`src/rtl/distribute_1_n_wn_pkg.sv`:
```
// ============================================================================
//  Module      : distribute_1_n_wn_pkg
//  Description : Shared definitions for the 1-to-N registered stream
//                distributor: zero-fill constant, lane-slice helper macro
//                for the flattened lane data bus and a parameter legality
//                check used at elaboration time.
//  Revision    : 1.0 - initial release
// ============================================================================
`default_nettype none

// Bit range of lane k inside a flattened bus of w-bit lanes.
`ifndef DIST_LANE
`define DIST_LANE(k, w) ((k)*(w)) +: (w)
`endif

package distribute_1_n_wn_pkg;

    // Widest data word supported; the zero-fill constant is sliced down to
    // the actual word width wherever an empty lane must drive zeros.
    localparam int c_max_dwidth = 1024;
    localparam logic [c_max_dwidth-1:0] c_zero_fill = '0;

    // Legal configurations: 2..16 lanes, every lane addressable by the
    // destination index, word width within the zero-fill constant.
    function automatic bit dist_params_ok(input int nout, input int swidth,
                                          input int dwidth);
        return (nout >= 2) && (nout <= 16) && (swidth >= 1) &&
               (nout <= (1 << swidth)) &&
               (dwidth >= 1) && (dwidth <= c_max_dwidth);
    endfunction

endpackage

`default_nettype wire

```
`src/rtl/distribute_1_n_wn_lane.sv`:
```
// ============================================================================
//  Module      : dist_lane_slot
//  Description : One-entry output register for a single distributor lane.
//                Load has priority over drain so that a simultaneous
//                drain+load keeps the slot full with the new word.
//                Data is cleared whenever the slot empties, so o_data is
//                zero whenever o_full is low.
//  Ports       : clk, reset     - clock, synchronous active-high reset
//                i_load, i_data - load strobe and word from the decoder
//                i_ready        - consumer accepts this lane this cycle
//                o_full, o_data - registered lane valid / lane data
//  Revision    : 1.0 - initial release
// ============================================================================
`default_nettype none

module dist_lane_slot
    import distribute_1_n_wn_pkg::*;
#(
    parameter int dwidth = 32
) (
    input  logic              clk,
    input  logic              reset,
    input  logic              i_load,
    input  logic [dwidth-1:0] i_data,
    input  logic              i_ready,
    output logic              o_full,
    output logic [dwidth-1:0] o_data
);

    logic              r_full;
    logic [dwidth-1:0] r_data;

    always_ff @(posedge clk) begin
        if (reset) begin
            r_full <= 1'b0;
            r_data <= c_zero_fill[dwidth-1:0];
        end else if (i_load) begin
            // Covers both load-into-empty and drain-and-replace.
            r_full <= 1'b1;
            r_data <= i_data;
        end else if (r_full && i_ready) begin
            r_full <= 1'b0;
            r_data <= c_zero_fill[dwidth-1:0];
        end
    end

    assign o_full = r_full;
    assign o_data = r_data;

endmodule

`default_nettype wire

```
`src/rtl/distribute_1_n_wn.sv`:
```
// ============================================================================
//  Module      : distribute_1_n_wn
//  Description : Registered 1-to-N stream distributor. One word per
//                handshake is steered by sel0 into one of nout one-entry
//                lane registers. Out-of-range indices are accepted, dropped
//                and flagged with a one-cycle err0 pulse.
//  Ports       : clk, reset          - clock, synchronous active-high reset
//                i0, sel0, valid0    - input word, destination, valid
//                ready0              - combinational accept (sel0/o_ready)
//                o_data, o_valid     - flattened lane data, lane valids
//                o_ready             - per-lane consumer ready
//                err0                - out-of-range index dropped
//  Revision    : 1.0 - initial release
// ============================================================================
`default_nettype none

module distribute_1_n_wn
    import distribute_1_n_wn_pkg::*;
#(
    parameter int dwidth = 32,
    parameter int nout   = 4,
    parameter int swidth = 2
) (
    input  logic                   clk,
    input  logic                   reset,
    input  logic [dwidth-1:0]      i0,
    input  logic [swidth-1:0]      sel0,
    input  logic                   valid0,
    output logic                   ready0,
    output logic [nout*dwidth-1:0] o_data,
    output logic [nout-1:0]        o_valid,
    input  logic [nout-1:0]        o_ready,
    output logic                   err0
);

    // Number of codes sel0 can express; lane status vectors are padded to
    // this size so that indexing with any sel0 value stays in range.
    localparam int c_nsel = 1 << swidth;

    generate
        if (!dist_params_ok(nout, swidth, dwidth)) begin : g_param_err
            $error("distribute_1_n_wn: illegal parameters nout=%0d swidth=%0d dwidth=%0d",
                   nout, swidth, dwidth);
        end
    endgenerate

    logic [nout-1:0]   w_full;
    logic [nout-1:0]   w_load;
    logic [c_nsel-1:0] w_full_pad;
    logic [c_nsel-1:0] w_ordy_pad;
    logic              w_in_range;
    logic              w_accept;
    logic              r_err;

    assign w_in_range = (32'(sel0) < 32'(nout));
    assign w_full_pad = c_nsel'(w_full);
    assign w_ordy_pad = c_nsel'(o_ready);

    // Out-of-range words are always taken (and dropped); an in-range word
    // is taken when its lane is empty or is being drained this cycle.
    assign ready0   = ~w_in_range | ~w_full_pad[sel0] | w_ordy_pad[sel0];
    assign w_accept = valid0 & ready0 & w_in_range;

    generate
        for (genvar k = 0; k < nout; k++) begin : g_lane
            assign w_load[k] = w_accept & (sel0 == swidth'(k));

            dist_lane_slot #(
                .dwidth (dwidth)
            ) u_slot (
                .clk     (clk),
                .reset   (reset),
                .i_load  (w_load[k]),
                .i_data  (i0),
                .i_ready (o_ready[k]),
                .o_full  (w_full[k]),
                .o_data  (o_data[`DIST_LANE(k, dwidth)])
            );
        end
    endgenerate

    assign o_valid = w_full;

    always_ff @(posedge clk) begin
        if (reset) begin
            r_err <= 1'b0;
        end else begin
            r_err <= valid0 & ~w_in_range;
        end
    end

    assign err0 = r_err;

endmodule

`default_nettype wire
```
`config.mk`:
```
export PLATFORM = sky130hd
export DESIGN_NAME = distribute_1_n_wn
export DESIGN_NICKNAME = d
export VERILOG_FILES = /design/src/rtl/distribute_1_n_wn_pkg.sv /design/src/rtl/distribute_1_n_wn_lane.sv /design/src/rtl/distribute_1_n_wn.sv
export SDC_FILE = /design/constraint.sdc
export NUM_CORES = 1
export LEC_CHECK = 0
export CAP_MARGIN = 10
export CORE_MARGIN = 8
export CORE_UTILIZATION = 45
export CTS_CLUSTER_SIZE = 10
export DETAILED_ROUTE_END_ITERATION = 12
export MAX_ROUTING_LAYER = met4
export PLACE_DENSITY = 0.8
export SYNTH_ARGS = -nofsm -noshare
export SYNTH_HDL_FRONTEND = slang
export SYNTH_SLANG_ARGS = --single-unit
```
`constraint.sdc`:
```
create_clock -name clk -period 1.9 [get_ports clk]
set_clock_uncertainty 0.05 [all_clocks]
set_input_delay 0.475 -clock clk [delete_from_list [all_inputs] [get_ports clk]]
set_output_delay 0.475 -clock clk [all_outputs]
set_load 0.005 [all_outputs]
```
==> results.ini <==
[cts]
cts-root-buf=clkbuf_8
cts_hold_buf=0
clock-sinks=132
cts-buffers-inserted=17
path_clk_slew_ps=60
cts_max_path_buffers=2
clkLatencyLatePin_ps=520
cts_htree_levels=4
cts_tree=yes

[route]
totalWireLength_um=15500
drc=0
vias_per_cell=4.97
top_layer=met4
postRouteAntennaNets=0
wl_met1_um=6430
firstDrtPassIters=4
drtIter0Drc=201
vias=4079
met3WireLength_um=1200
wl_per_cell_um=18.9
wl_met2_um=7520

[critical_path]
crit_buf_inv=1
slowest_stage=mux4_2
path_depth=3
worstReg2RegEnd=g_lane[2].u_slot.o_data[26]
crit_fanout=2
slowest_delay_ps=490
critPathTopFamily=multiplexers
critical_path.cell_chain=nand2b_4 > mux4_2 > buf_6
crit_start=g_lane[3].u_slot.o_full
r2r-start=g_lane[2].u_slot.o_full
r2r_cells=5
reg2reg_slack_ps=340
critPathKind=flip-flop to primary output
critPathLaunchType=flip-flop
worstPathRequired_ps=1370
cp-end-kind=primary output
arrival_ps=1560
cp-endpoint=ready0

[global_route]
grt_usage_pct=21.6
grt_max_degree=33
grt_pass1_wl_um=24100
grt_overflow=0
antenna_found_initial=3
first_global_vias=4465

[placed_design]
hpwlAfterDp_um=11100
place_ws_ps=-749
port-buffer-count=173
place_area_mm2=0.00708
gp_congestion=0.833

[pwr]
leakage_nw=3.62
power_density_mw_per_mm2=909
irDropWorstVdd_v=0.000496

[flow_run]
maxCapViolCount=0

[die]
initial_core_util_pct=46.3
ios=175
core_area_mm2=0.0108
die_y_um=122
fp.dieW_um=122
rows=38
die_area_mm2=0.0148

[finish]
drive_above_1_share_pct=12.1
final_cell_area_mm2=0.00758
post-route-util_pct=69.9
syn_to_final_growth_pct=51.0
nets=705

[hold_path]
min_path_type=primary input to flip-flop
min_from=o_ready[1]

[logic_synthesis]
syn_area_mm2=0.00502
ys_ff_latch=132
synth_nets=520
synth.distinct_cells=19
syn-mean-instance-area_um2=10.5
synthCells=479
ys_seq_area_share_pct=52.7
yosysWarnings=0

[timing]
rsz0062_at_grt=yes
worst_pin_slew_ps=560
hold_violations=0
relSlewSlack_pct=62.7
period_share_pct=110
period_needed_ps=2090
fmaxAchievable_mhz=479
setup_viol=1
fin_tns_setup_ps=-187
fin_ws_ps=-187
drv_slew=0

[run_status]
violations=negative setup slack
status=complete, but fails checks

[worst min path at each step]
stage	endpoint	slack (ps)	cells past startpoint
after floorplan	g_lane[1].u_slot.o_data[0]	400	2
after global placement	g_lane[3].u_slot.o_data[26]	390	2
after detailed placement	g_lane[3].u_slot.o_data[25]	400	2
after CTS	g_lane[1].u_slot.o_full	360	3
after global routing	g_lane[1].u_slot.o_full	380	3
final	g_lane[1].u_slot.o_full	380	3
[stage by stage]
step / cells / power [W] / hold slack [ps]
floorplan: 479 / 0.00326 / 401
global placement: 784 / 0.00368 / 392
detailed placement: 784 / 0.00370 / 397
CTS: 816 / 0.00694 / 363
global route: 820 / 0.00712 / 381
finish: 820 / 0.00689 / 384
[final cells by class]
class | count | area [um^2]
Clock buffer | 21 | 459
Fill cell | 886 | 3260
Timing Repair Buffer | 202 | 1930
Antenna cell | 3 | 7.51
Sequential cell | 132 | 2650
Clock inverter | 11 | 150
Tap cell | 140 | 175
Multi-Input combinational cell | 311 | 2200
[layer usage]
metal,track usage [%],vias up
li1,-,1942
met1,23.1,1956
met2,36.0,151
met3,6.89,30
met4,9.79,0
met5,-,-
[worst reg2reg max path, cell delays in order, from the launching register on]
cell	delay, ps
dfxtp_2	330
buf_4	150
nor2b_1	170
nor3_4	270
buf_12	260
mux2i_1	260
[cell usage after synthesis]
master / n / share of area, %
dfxtp_1: 132 / 53
nand2_1: 130 / 9.7
mux2i_1: 128 / 26
nand2b_1: 36 / 4.5
buf_2: 10 / 1.0
buf_6: 9 / 2.0
buf_4: 8 / 1.2
clkbuf_1: 8 / 0.60
a21oi_1: 4 / 0.40
a21oi_2: 3 / 0.52
nor2b_1: 3 / 0.37
and3_1: 1 / 0.12
buf_1: 1 / 0.075
conb_1: 1 / 0.075
mux4_2: 1 / 0.45
nand3_1: 1 / 0.10
nand3b_1: 1 / 0.15
nor3_4: 1 / 0.32
o21ba_1: 1 / 0.20
[kinds of logic (layout without fill, tap and decap cells)]
group	after synthesis	in the layout	share of synthesized area (%)
other	1	4	0.0747
and+or+nand+nor	173	173	15.3
DFF	132	132	52.7
muxes	129	129	26.0
AOI/OAI and AO/OA	8	8	1.12
buffers and inverters	36	234	4.89
[sequential cells by signal (all words and copies together), names as in the netlist]
signal,cells
g_lane.u_slot.o_data,128
g_lane.u_slot.o_full,4
[timing repair]
item / 4_1_cts / 5_1_grt
buffers inserted: 0 / 1
setup endpoints to repair: 132 / 2
resized for setup: 153 / 1
[report_power, final]
group          internal, W  switching, W  leakage [nW]
Clock              0.00211       0.00121         0.283
Sequential         0.00287     0.0000537          1.08
Combinational     0.000335      0.000314          2.26
Total              0.00531       0.00158          3.62
[cell usage in the layout (no fill, tap or decap), types with 2 or more instances in the layout]
cell type        synthesis  routed
nand2_1                130     130
buf_12                   0      12
bufinv_16                0       3
dfxtp_1                132     124
nand2b_1                36      32
nand2b_4                 0       4
clkdlybuf4s50_1          0      34
a21oi_4                  0       4
clkinvlp_4               0       5
dlygate4sd2_1            0     136
mux2i_1                128     128
a21oi_1                  4       3
clkbuf_16                0      16
dfxtp_2                  0       8
diode_2                  0       3
buf_4                    8      17
nor2b_1                  3       2
clkbuf_8                 0       4
(Power assumes the default switching activity.)
